## config.mk

```make
export PLATFORM = sky130hd
export DESIGN_NAME = float_mul_seq_flat
export DESIGN_NICKNAME = d
export VERILOG_FILES = /design/src/rtl/float_mul_seq_pkg.sv /design/src/rtl/float_mul_seq_if.sv /design/src/rtl/float_mant_mul_seq.sv /design/src/rtl/float_mul_seq.sv /design/src/flat_wrapper.sv
export SDC_FILE = /design/constraint.sdc
export NUM_CORES = 1
export LEC_CHECK = 0
export CAP_MARGIN = 30
export CORE_MARGIN = 5
export CORE_UTILIZATION = 45
export DETAILED_ROUTE_END_ITERATION = 16
export GPL_ROUTABILITY_DRIVEN = 0
export GPL_TIMING_DRIVEN = 0
export MAX_ROUTING_LAYER = met4
export PLACE_DENSITY = 0.67
export SLEW_MARGIN = 20
export SYNTH_ARGS = -nofsm -noshare
export SYNTH_HDL_FRONTEND = slang
export SYNTH_HIERARCHICAL = 1
export SYNTH_SLANG_ARGS = --single-unit
```

## constraint.sdc

```tcl
create_clock -name clk_i -period 3 [get_ports clk_i]
set_clock_uncertainty 0.1 [all_clocks]
set_input_delay 0.3 -clock clk_i [delete_from_list [all_inputs] [get_ports clk_i]]
set_output_delay 0.3 -clock clk_i [all_outputs]
set_load 0.01 [all_outputs]
```

## src/rtl/float_mul_seq_pkg.sv

```systemverilog
// float_pack: float format, multiplier constants, state and mantissa types
package float_pack;
  localparam int N_mantisse = 20;
  localparam int N_exposant = 4;
  localparam int FLOAT_BIAS = 2 ** (N_exposant - 1) - 1;
  localparam int FLOAT_EXP_MAX = 2 ** N_exposant - 2;
  typedef struct packed {
    logic signe;
    logic [N_exposant-1:0] exposant;
    logic [N_mantisse-1:0] mantisse;
  } float;
  typedef logic [N_mantisse:0] float_mant_ext;
  typedef enum logic [1:0] {IDLE, MUL, NORM, DONE} float_mul_state_t;
endpackage

```

## src/rtl/float_mul_seq_if.sv

```systemverilog
// float_mul_seq_if: operand and result valid/ready channels of the float multiplier
interface float_mul_seq_if;
  import float_pack::*;
  logic in_valid_i, in_ready_o, out_valid_o, out_ready_i, ovf_o, unf_o;
  float a_i, b_i, result_o;
  modport master(
    output in_valid_i, a_i, b_i, out_ready_i,
    input in_ready_o, out_valid_o, result_o, ovf_o, unf_o
  );
  modport slave(
    input in_valid_i, a_i, b_i, out_ready_i,
    output in_ready_o, out_valid_o, result_o, ovf_o, unf_o
  );
endinterface

```

## src/rtl/float_mant_mul_seq.sv

```systemverilog
// float_mant_mul_seq: shift-add mantissa multiplier, one multiplier bit per cycle
module float_mant_mul_seq
  import float_pack::*;
(
  input  logic clk_i,
  input  logic rst_i,
  input  logic start,
  input  float_mant_ext ma,
  input  float_mant_ext mb,
  output logic done,
  output logic [2*N_mantisse+1:0] prod
);
  localparam int PW = 2 * (N_mantisse + 1);
  localparam int CW = $clog2(N_mantisse + 1);
  logic [PW-1:0] acc;
  float_mant_ext mr;
  logic [CW-1:0] cnt;
  logic busy;
  // done marks the cycle whose edge performs the final partial-product add
  assign done = busy && cnt == CW'(N_mantisse);
  always_ff @(posedge clk_i)
    if (rst_i) begin
      acc <= '0;
      mr <= '0;
      cnt <= '0;
      busy <= 1'b0;
      prod <= '0;
    end else if (start) begin
      acc <= PW'(ma);
      mr <= mb;
      cnt <= '0;
      busy <= 1'b1;
      prod <= '0;
    end else if (busy) begin
      prod <= prod + (mr[0] ? acc : '0);
      acc <= acc << 1;
      mr <= mr >> 1;
      cnt <= cnt + 1'b1;
      busy <= !done;
    end
endmodule

```

## src/rtl/float_mul_seq.sv

```systemverilog
// float_mul_seq: iterative float multiplier with saturation, flush-to-zero and truncation
module float_mul_seq
  import float_pack::*;
(
  input logic clk_i,
  input logic rst_i,
  float_mul_seq_if.slave bus
);
  localparam int PW = 2 * (N_mantisse + 1);
  localparam int EW = N_exposant + 2;
  float_mul_state_t state;
  logic sign, start, done, zero_op, sat, flush, unused_bits;
  logic [N_exposant-1:0] ea, eb;
  logic [PW-1:0] prod;
  logic signed [EW-1:0] e_norm;
  logic [N_mantisse-1:0] m_norm;
  assign zero_op = bus.a_i.exposant == '0 || bus.b_i.exposant == '0;
  assign start = bus.in_ready_o && bus.in_valid_i && !zero_op;
  float_mant_mul_seq u_core (
    .clk_i(clk_i),
    .rst_i(rst_i),
    .start(start),
    .ma({1'b1, bus.a_i.mantisse}),
    .mb({1'b1, bus.b_i.mantisse}),
    .done(done),
    .prod(prod)
  );
  assign e_norm = EW'(ea) + EW'(eb) + EW'(prod[PW-1]) - EW'(FLOAT_BIAS);
  assign m_norm = prod[PW-1] ? prod[PW-2 -: N_mantisse] : prod[PW-3 -: N_mantisse];
  // an all-ones exponent field is reserved and forces saturation
  assign sat = &ea || &eb || e_norm > $signed(EW'(FLOAT_EXP_MAX));
  assign flush = e_norm < $signed(EW'(1));
  assign unused_bits = ^prod[PW-N_mantisse-3:0];
  always_ff @(posedge clk_i)
    if (rst_i) begin
      state <= IDLE;
      bus.in_ready_o <= 1'b1;
      bus.out_valid_o <= 1'b0;
      bus.result_o <= '0;
      bus.ovf_o <= 1'b0;
      bus.unf_o <= 1'b0;
      sign <= 1'b0;
      ea <= '0;
      eb <= '0;
    end else
      case (state)
        IDLE:
          if (bus.in_valid_i) begin
            sign <= bus.a_i.signe ^ bus.b_i.signe;
            ea <= bus.a_i.exposant;
            eb <= bus.b_i.exposant;
            bus.in_ready_o <= 1'b0;
            bus.out_valid_o <= zero_op;
            bus.result_o <= {bus.a_i.signe ^ bus.b_i.signe, {N_exposant{1'b0}}, {N_mantisse{1'b0}}};
            bus.ovf_o <= 1'b0;
            bus.unf_o <= 1'b0;
            state <= zero_op ? DONE : MUL;
          end
        MUL: state <= done ? NORM : MUL;
        NORM: begin
          bus.out_valid_o <= 1'b1;
          bus.ovf_o <= sat;
          bus.unf_o <= !sat && flush;
          bus.result_o <= sat ? {sign, N_exposant'(FLOAT_EXP_MAX), {N_mantisse{1'b1}}}
                        : {sign, flush ? {N_exposant{1'b0}} : e_norm[N_exposant-1:0],
                           flush ? {N_mantisse{1'b0}} : m_norm};
          state <= DONE;
        end
        DONE:
          if (bus.out_ready_i) begin
            bus.out_valid_o <= 1'b0;
            bus.in_ready_o <= 1'b1;
            state <= IDLE;
          end
      endcase
endmodule

```

## src/flat_wrapper.sv

```systemverilog
// flat-port wrapper written by rule: the top's interface ports become plain ports
module float_mul_seq_flat import float_pack::*;
  (clk_i, rst_i, bus_in_valid_i, bus_a_i, bus_b_i, bus_out_ready_i, bus_in_ready_o, bus_out_valid_o, bus_result_o, bus_ovf_o, bus_unf_o);
  float_mul_seq_if bus_i ();
  input logic clk_i;
  input logic rst_i;
  input wire logic [$bits(bus_i.in_valid_i)-1:0] bus_in_valid_i;
  input wire logic [$bits(bus_i.a_i)-1:0] bus_a_i;
  input wire logic [$bits(bus_i.b_i)-1:0] bus_b_i;
  input wire logic [$bits(bus_i.out_ready_i)-1:0] bus_out_ready_i;
  output wire logic [$bits(bus_i.in_ready_o)-1:0] bus_in_ready_o;
  output wire logic [$bits(bus_i.out_valid_o)-1:0] bus_out_valid_o;
  output wire logic [$bits(bus_i.result_o)-1:0] bus_result_o;
  output wire logic [$bits(bus_i.ovf_o)-1:0] bus_ovf_o;
  output wire logic [$bits(bus_i.unf_o)-1:0] bus_unf_o;
  assign bus_i.in_valid_i = bus_in_valid_i;
  assign bus_i.a_i = bus_a_i;
  assign bus_i.b_i = bus_b_i;
  assign bus_i.out_ready_i = bus_out_ready_i;
  assign bus_in_ready_o = bus_i.in_ready_o;
  assign bus_out_valid_o = bus_i.out_valid_o;
  assign bus_result_o = bus_i.result_o;
  assign bus_ovf_o = bus_i.ovf_o;
  assign bus_unf_o = bus_i.unf_o;
  float_mul_seq u_core (.clk_i(clk_i), .rst_i(rst_i), .bus(bus_i));
endmodule
```

# Word level (Yosys, flattened, before mapping)
# Cells that the tools add are included.
# word_totals
reg_bits,151
latchBits,0
ramBits,0
rom_bits,0
out_inout_bits,29
mem_count,0
# op_classes
addsub,5
mul,0
div_mod_pow,0
magnitude_cmp,2
eq_ne,6
n_shift,0
mux,26
n_bitwise,1
reduce_logical,25
# ops
op,count
two-way mux 21 bit,4
case mux 25 bit (2 select lines),1
adder 42 bit,1
two-way mux 42 bit,1
two-way mux 20 bit,2
two-way mux 25 bit,1
two-way mux 24 bit,1
zero test 4 bit,2
two-way mux 2 bit,4
case mux 2 bit (4 select lines),1
AND reduction 4 bit,2
adder 6 x 1 -> 6 bit,1
> comparator 6 x 5 -> 1 bit (second input constant),1
< comparator 6 x 2 -> 1 bit (second input constant),1
two-way mux 1 bit,6
case mux 1 bit (2 select lines),3
AND reduction 2 bit,3
AND reduction 3 bit,2
nonzero test 2 bit,3
subtractor 6 x 3 -> 6 bit (second input constant),1
adder 4 x 4 -> 5 bit,1
adder 5 x 1 -> 5 bit (second input constant),1
equality test 5 bit (second input constant),1
equality test 2 bit (second input constant),2
other kinds (11),19

# Depth between registers and ports, before layout
# Gate-level depths: netlist of run 1.
# depth
ltp_word,8
depth_mapped,14

# Hierarchy
# Netlist of run 1, hierarchy kept.
# modules_own_cells
mod,instances,cells_each,area_each_um2,seq_area_each_um2
float_mant_mul_seq,1,878,7039.3,2222.1
float_mul_seq,1,217,2147.1,800.8

# Least setup slack after synthesis of run 1
# Ideal clock, no wire load.
# synth_path
kind,register to register
from,register u_core.u_core.prod[41]
to,register u_core/bus.result_o[14] (netlist name)
setup_ns,0.122
arrival_ns,2.992
t_required_ns,2.778
setup_slack_ns,-0.214
stages_incl_launch_ff,14
n_path_buf,2
synth_period_minus_slack_ns,3.214
cell_sequence,dfxtp_1 clkbuf_1 inv_1 ha_1 inv_1 ha_1 inv_1 fa_1 nor2b_1 nand2_1 o32ai_2 nor4_2 buf_6 a221o_1
# synth_via
elab_chain_len,6
# synth_rtl
item,line,text
"start, declared",float_mant_mul_seq.sv:11,output logic [2*N_mantisse+1:0] prod
"start signal, assigned",float_mant_mul_seq.sv:35,prod <= prod + (mr[0] ? acc : '0);
adder 6 x 1 -> 6 bit,float_mul_seq.sv:28,assign e_norm = EW'(ea) + EW'(eb) + EW'(prod[PW-1]) - EW'(FLOAT_BIAS);
subtractor 6 x 3 -> 6 bit,float_mul_seq.sv:28,
< comparator 6 x 2 -> 1 bit or > comparator 6 x 5 -> 1 bit (tied branches),"float_mul_seq.sv:32, float_mul_seq.sv:31",
two-way mux 20 bit or logical OR 1 bit (tied branches),"float_mul_seq.sv:66, float_mul_seq.sv:31",
two-way mux 24 bit (*),float_mul_seq.sv:64,"bus.result_o <= sat ? {sign, N_exposant'(FLOAT_EXP_MAX), {N_mantisse{1'b1}}}"
case mux 25 bit (2 select lines) (*),float_mul_seq.sv:46,case (state)
# Mark *: on every way between the ends. The rest lies on a longest branch, timed or not.
# A chain may end at the register's enable or synchronous reset.

# Worst setup path in the final report of run 1
# layout_path
from,register u_core.u_core.mr[0]
to,register u_core.u_core.prod[38]
# layout_via
elab_chain_len,2
# layout_rtl
item,line,text
"start, declared",float_mant_mul_seq.sv:16,float_mant_ext mr;
"start signal, assigned",float_mant_mul_seq.sv:30,mr <= mb;
"start signal, assigned",float_mant_mul_seq.sv:37,mr <= mr >> 1;
two-way mux 42 bit,float_mant_mul_seq.sv:35,
adder 42 bit,float_mant_mul_seq.sv:35,
# No other way between the ends.

==> results of run 1 <==
[metal layers]
metal	vias to the layer above	global-route usage [%]
met3	52	3.70
met1	3910	26.0
li1	4150	-
met5	-	-
met2	206	33.4
met4	0	6.58
[sequential cells by signal, summed over array words and instances, names as in the netlist, 2 cells and up]
register and cells:
u_core/state 2, u_core/u_core/acc 42, u_core/eb 4, u_core/bus.result_o 25
u_core/u_core/mr 21, u_core/u_core/cnt 5, u_core/u_core/prod 42, u_core/ea 4
[repair_timing]
| action | 4_1_cts | 5_1_grt |
|---|---|---|
| gates resized for setup | 73 | 70 |
| pin swaps | 37 | 42 |
| hold endpoints to repair | 0 | 0 |
| setup buffers | 26 | 12 |
| cloned | 1 | 1 |
| setup endpoints to repair | 46 | 70 |
[layout make-up]
type,instances,area (um^2)
clock buffer,19,433
buffer,62,329
fill,1815,8260
sequential,151,3030
clock inverter,13,195
timing repair buffer,118,1140
multi-input combinational,844,6310
tap,270,338
inverter,36,135
[cell families (layout without fill, tap and decap cells)]
group,count (synthesis),count (layout)
adders and majority gates,53,53
AOI/OAI and AO/OA,260,260
xor gates and xnor gates,39,39
DFF,151,151
and+or+nand+nor,374,374
buffers and inverters,101,248
other,1,2
muxes,116,116
[power groups by stage]
stage / registers [W] / clock network (W) / logic (W)
2_1_floorplan: 0.00217 / 0 / 0.000478
3_3_place_gp: 0.00218 / 0 / 0.000700
3_5_place_dp: 0.00218 / 0 / 0.000707
4_1_cts: 0.00214 / 0.00233 / 0.000751
5_1_grt: 0.00215 / 0.00242 / 0.000859
6_report: 0.00214 / 0.00229 / 0.000782
[synth_stat cells (12+ instances only)]
cell type,count
nand3_1,18
a211oi_1,12
a221o_1,21
mux2i_1,95
nand2_1,53
a21o_1,15
mux2_2,20
and2_1,41
a21oi_1,104
ha_1,51
dfxtp_1,151
xnor2_1,25
clkbuf_1,44
inv_1,36
nor2_1,192
nand4_1,16
o21ai_0,29
xor2_1,13
[cell usage in the layout, fill, tap and decap left out, drive strengths merged, types with 14 or more instances in the layout]
| cell type | n |
|---|---|
| nor2 | 193 |
| dfxtp | 151 |
| a21oi | 108 |
| mux2i | 95 |
| clkdlybuf4s50 | 81 |
| clkbuf | 60 |
| buf | 58 |
| nand2 | 53 |
| ha | 51 |
| and2 | 41 |
| o21ai | 40 |
| inv | 39 |
| xnor2 | 25 |
| a221o | 21 |
| mux2 | 21 |
| nand3 | 18 |
| nand4 | 16 |
| a21o | 15 |
| xor2 | 14 |
[path summary, 6_finish.rpt]
| path | cells after the start | to |
|---|---|---|
| hold / removal | 2 | u_core/state[0] |
| setup / recovery | 15 | u_core/u_core/prod[38] |
| hold reg to reg | 2 | u_core/bus.unf_o |
| setup reg to reg | 15 | u_core/u_core/prod[38] |
[per-stage QoR]
stage	power (W)	TNS, ns
after floorplan	0.00265	-0.00940
after global placement	0.00288	-19.25
after detailed placement	0.00289	-19.95
after CTS	0.00522	-1.11
after global routing	0.00543	-3.12
final	0.00522	-0.521
==> flow_summary_export.csv, run 1 <==
group,metric,value,unit
route,drt-total-wl,24.4,mm
critical_path,critical_path_class,"flip-flop to flip-flop",
yosys,ys_ff_latch,151,
yosys,synth_top_family_by_area,"compound AO/OA/AOI/OAI gates",
route,vias,8318,
yosys,synth_ff_type,"dfxtp_1",
yosys,synthMuxAreaShare,13.0,%
route,wl_met1,11.1,mm
route,drt.antenna.violating_nets,0,
yosys,synthArstFlopShare,0,%
sta,fmax,316,MHz
yosys,synth_edf_count,0,
yosys,synth-adder-area-share,7.38,%
critical_path,crit_chain,"buf_8 > and2_4 > ha_4 > inv_2 > fa_2 > and2b_4 > o211ai_4 > buf_6 > a31oi_4 > a221oi_4 > o21ai_2 > a21o_1 > a21oi_2 > and4_1 > a311o_1",
power,power_frac_clock,44.0,%
yosys,ys_seq_area_share,32.9,%
yosys,syn_avg_cell_area,8.39,um^2
grt,grt_max_degree,17,
power,internal_power,0.00383,W
finish,syn_to_final_growth,29.6,%
clock_network,path_clk_slew,0.06,ns
power,pwr-share-comb,15.0,%
yosys,synthXorXnorAreaFrac,3.80,%
critical_path,r2r_setup_slack,-0.16,ns
outcome,failed_checks,"negative setup slack",
floorplan,die_h,153,um
outcome,status,"finished, violations left",
sta,worstMarginPinSlew,0.899,ns
route,dr.pass1.iters,5,
clock_network,clk-insertion-delay-late,0.43,ns
sta,drv_slew,0,
yosys,synth_warnings,6,
clock_network,cts_buffer_depth,2,
power,power.switching,0.00139,W
route,top_layer,"met4",
floorplan,start_util,45.5,%
clock_network,cts_buffers,17,
route,via_per_inst,5.50,
critical_path,crit_buf_inv,3,
yosys,ys_top_cells_by_area,"dfxtp_1 33%, mux2i_1 10%, nor2_1 7.8%",
critical_path,slowest_stage,"dfxtp_4",
critical_path,required,3.22,ns
critical_path,r2r_start,"u_core/u_core/mr[0]",
grt,grt_pass1_wl,38.7,mm
yosys,netlist_area,9190,um^2
critical_path,path_max_fanout,7,
finish,diodes,0,
sta,fin_crit_sh,105,%
critical_path,crit_start,"u_core/u_core/mr[0]",
sta,setup_viol,7,
critical_path,critical_path.top_delay_family,"compound AO/OA/AOI/OAI gates",
place,placedCellCount,1447,
place,placed_area,10300,um^2
critical_path,critical_path_arrival,3.38,ns
yosys,synthCells,1095,
sta,rsz0062_at_grt,"yes",
grt,grt_use_total,20.5,%
finish,finalNonFillerCells,1513,
route,met3_length,1.04,mm
place,io_buffer_count,81,
yosys,synth-simple-area-share,19.0,%
place,pre_cts_slack,-0.477,ns
power,pwr-share-seq,41.0,%
floorplan,dieWidth,153,um
route,wl_met2,11.6,mm
grt,grt_overflow,0,
clock_network,ctsHtreeMaxLevel,4,
sta,fin_ws,-0.160,ns
grt,grt_pass1_vias,7850,
finish,nets,1337,
sta,finalHoldViolCount,0,
power,ir_worst_vdd,0.394,mV
job,cap_viol_max_count,0,
floorplan,coreArea,20200,um^2
critical_path,critPathCaptureType,"flip-flop",
clock_network,cts_hold_buf,0,
sta,timing.hold.ws,0.185,ns
route,drt_iter0_markers,523,
clock_network,cts_root_buf,"clkbuf_16",
power,p_leak,4.67,nW
yosys,synth_top_cell_area_share,32.9,%
hold_path,hp-class,"input pin to flip-flop",
power,p_per_area,438,nW/um^2
hold_path,min-delay-start,"rst_i",
floorplan,placementRows,52,
route,drc_errors,0,
clock_network,cts_tree,"built",
finish,final_core_util,59.0,%
power,swShare,26.6,%
sta,finalCriticalPeriod,3.16,ns
critical_path,crit_path_start_kind,"flip-flop",
critical_path,critical-path-max-stage-delay,0.42,ns
grt,antenna_found_initial,0,
yosys,ys_types,80,
finish,design_area,11900,um^2
place,hpwl,17.1,mm
route,wl_per_cell,16.1,um
floorplan,ios,83,
yosys,yosysTopAreaCell,"dfxtp_1",
sta,slew_headroom,40.1,%
finish,drive_above_1_share,17.0,%
yosys,synth_compound_area_share,19.4,%
clock_network,cts_sinks,151,
floorplan,die-area,23400,um^2
No activity file was read; power rests on OpenSTA's default activity.
==> run 2, diff against run 1 <==
CORE_UTILIZATION = 25   (was 45)
PLACE_DENSITY = unset   (was 0.67)
==> run 2 against run 1 <==
  * The flow still finishes with violations (negative setup slack)
  * Total power is 0.33% higher
  * Fmax is 2.1% higher
  * Via count is 0.58% lower
  * First-iteration DRC count is 25% lower
  * Global-route usage is 7.8 points lower
  * Non-clock buffer count is 1 lower
  * Worst setup slack better by 0.065 ns
  * Combinational power is 0.5% higher
  * Critical path depth is 1 lower
  * Critical path type unchanged
  * Highest routed layer unchanged
==> flow_summary_export.csv, run 2 (synthesized netlist as in run 1, its figures left out) <==
group,metric,value,unit
critical_path,slowest_stage,"dfxtp_4",
sta,timing.hold.ws,0.195,ns
route,drc_errors,0,
power,p_per_area,436,nW/um^2
critical_path,reg2reg_depth,14,
place,placed_area,10600,um^2
critical_path,path_max_fanout,6,
finish,final_common_cell,"nor2_1",
sta,finalCriticalPeriod,3.09,ns
grt,grt_max_degree,17,
finish,reg_top3,"u_core/u_core/acc (42), u_core/u_core/prod (42), u_core/bus.result_o (25)",
finish,diodes,0,
sta,setup_viol,5,
grt,grt_pass1_vias,8002,
critical_path,required,3.22,ns
finish,nets,1336,
floorplan,die-area,40700,um^2
clock_network,clk-insertion-delay-late,0.43,ns
power,internal_power,0.00386,W
hold_path,hp-class,"input pin to flip-flop",
sta,finalHoldViolCount,0,
route,vias,8270,
critical_path,critical_path.top_delay_family,"compound AO/OA/AOI/OAI gates",
clock_network,cts_root_buf,"clkbuf_16",
critical_path,crit_buf_inv,2,
floorplan,die_h,202,um
power,power.switching,0.00138,W
power,finalPower,0.00524,W
sta,worstMarginPinSlew,0.816,ns
clock_network,cts_hold_buf,0,
power,swShare,26.3,%
sta,drv_slew,0,
route,drt_iter0_markers,392,
floorplan,placementRows,70,
route,dr.pass1.iters,6,
floorplan,start_util,25.2,%
route,drt-total-wl,25.9,mm
outcome,status,"finished, violations left",
critical_path,crit_chain,"buf_8 > and2_4 > ha_4 > inv_2 > fa_2 > and2b_4 > o211ai_4 > a31oi_4 > a221oi_4 > o21ai_2 > a21o_1 > a21oi_2 > and4_1 > a311o_1",
critical_path,critical_path_class,"flip-flop to flip-flop",
critical_path,critical-path-max-stage-delay,0.41,ns
outcome,failed_checks,"negative setup slack",
power,pwr-share-seq,40.9,%
floorplan,ios,83,
route,drt.antenna.violating_nets,0,
finish,drive_above_1_share,15.9,%
power,ir_worst_vdd,0.342,mV
critical_path,crit_cells,14,
finish,layout_common_cells,"190 x nor2_1, 149 x dfxtp_1, 95 x mux2i_1",
finish,num-fill-cells,3829,
sta,fin_crit_sh,103,%
place,hpwl,19.2,mm
sta,fin_ws,-0.0950,ns
power,power_frac_clock,44.1,%
finish,syn_to_final_growth,30.7,%
clock_network,cts_sinks,151,
sta,slew_headroom,45.6,%
clock_network,cts_tree,"built",
power,pwr-share-comb,15.0,%
clock_network,cts_buffer_depth,2,
grt,antenna_found_initial,0,
clock_network,ctsHtreeMaxLevel,4,
floorplan,dieWidth,202,um
critical_path,critPathCaptureType,"flip-flop",
job,cap_viol_max_count,0,
place,io_buffer_count,81,
hold_path,hold_depth,2,
critical_path,critical_path_arrival,3.31,ns
route,via_per_inst,4.84,
clock_network,path_clk_slew,0.06,ns
sta,fmax,323,MHz
floorplan,coreArea,36400,um^2
route,wl_per_cell,15.1,um
sta,rsz0062_at_grt,"yes",
grt,grt_use_total,12.7,%
clock_network,cts_buffers,17,
power,p_leak,4.69,nW
grt,grt_overflow,0,
critical_path,crit_path_start_kind,"flip-flop",
finish,design_area,12000,um^2
grt,grt_pass1_wl,41.6,mm
==> run 2: cell count changes in the layout (fill, tap and decap cells not counted), sizes merged <==
| cell | before | now |
|---|---|---|
| clkinvlp | 2 | 1 |
| clkinv | 4 | 6 |
| inv | 39 | 37 |
| buf | 58 | 57 |
| clkbuf | 60 | 61 |
==> run 2: metal layers <==
| metal | global-route usage (%) | share of wire [%] | vias to the layer above |
|---|---|---|---|
| met5 | - | 0 | - |
| met4 | 4.59 | 2.1 | 0 |
| met3 | 1.64 | 2.6 | 35 |
| li1 | - | - | 4162 |
| met2 | 21.9 | 51 | 157 |
| met1 | 15.3 | 44 | 3916 |
==> run 2: worst register-to-register path, cell delays in order (launching register included) <==
cell and delay, ns:
dfxtp_4 0.41, buf_8 0.12, and2_4 0.14, ha_4 0.12, inv_2 0.03, fa_2 0.32
and2b_4 0.28, o211ai_4 0.10, a31oi_4 0.24, a221oi_4 0.11, o21ai_2 0.26, a21o_1 0.21
a21oi_2 0.08, and4_1 0.21, a311o_1 0.26
==> run 2: final cells by class <==
class / instances / area [um^2] / area share [%]
Buffer: 64 / 369 / 3.07
Tap cell: 468 / 586 / 4.88
Timing Repair Buffer: 115 / 1070 / 8.91
Inverter: 36 / 135 / 1.13
Sequential cell: 151 / 3030 / 25.2
Multi-Input combinational cell: 844 / 6180 / 51.5
Clock buffer: 20 / 457 / 3.80
Clock inverter: 12 / 174 / 1.45
==> run 2: worst paths after layout <==
check                      start                endpoint  slack [ns]
max          u_core/u_core/mr[0]  u_core/u_core/prod[38]       -0.09
min                        rst_i         u_core/state[0]        0.20
max reg2reg  u_core/u_core/mr[0]  u_core/u_core/prod[38]       -0.09
min reg2reg     u_core/bus.unf_o        u_core/bus.unf_o        0.37
==> run 2: metrics by stage <==
| step | TNS [ns] | cells | worst slack [ns] | utilization (%) |
|---|---|---|---|---|
| CTS | -0.943 | 1697 | -0.213 | 31.9 |
| detailed placement | -32.38 | 1645 | -0.536 | 29.1 |
| global placement | -29.65 | 1645 | -0.515 | 29.1 |
| global route | -1.12 | 1710 | -0.171 | 32.9 |
| finish | -0.245 | 1710 | -0.0950 | 32.9 |
| floorplan | -0.00940 | 1096 | -0.00940 | - |
==> run 2: repair_timing <==
action                     CTS  global route
cloned                       1             0
setup buffers               21            15
pin swaps                   26            33
resized for setup           63            56
setup endpoints to repair   69            45
==> run 2: power groups by stage <==
| stage | sequential (W) | clock, W | combinational (W) |
|---|---|---|---|
| after floorplan | 0.00217 | 0 | 0.000478 |
| after global placement | 0.00218 | 0 | 0.000714 |
| after detailed placement | 0.00219 | 0 | 0.000722 |
| after CTS | 0.00214 | 0.00237 | 0.000767 |
| after global routing | 0.00215 | 0.00245 | 0.000868 |
| final | 0.00214 | 0.00231 | 0.000786 |
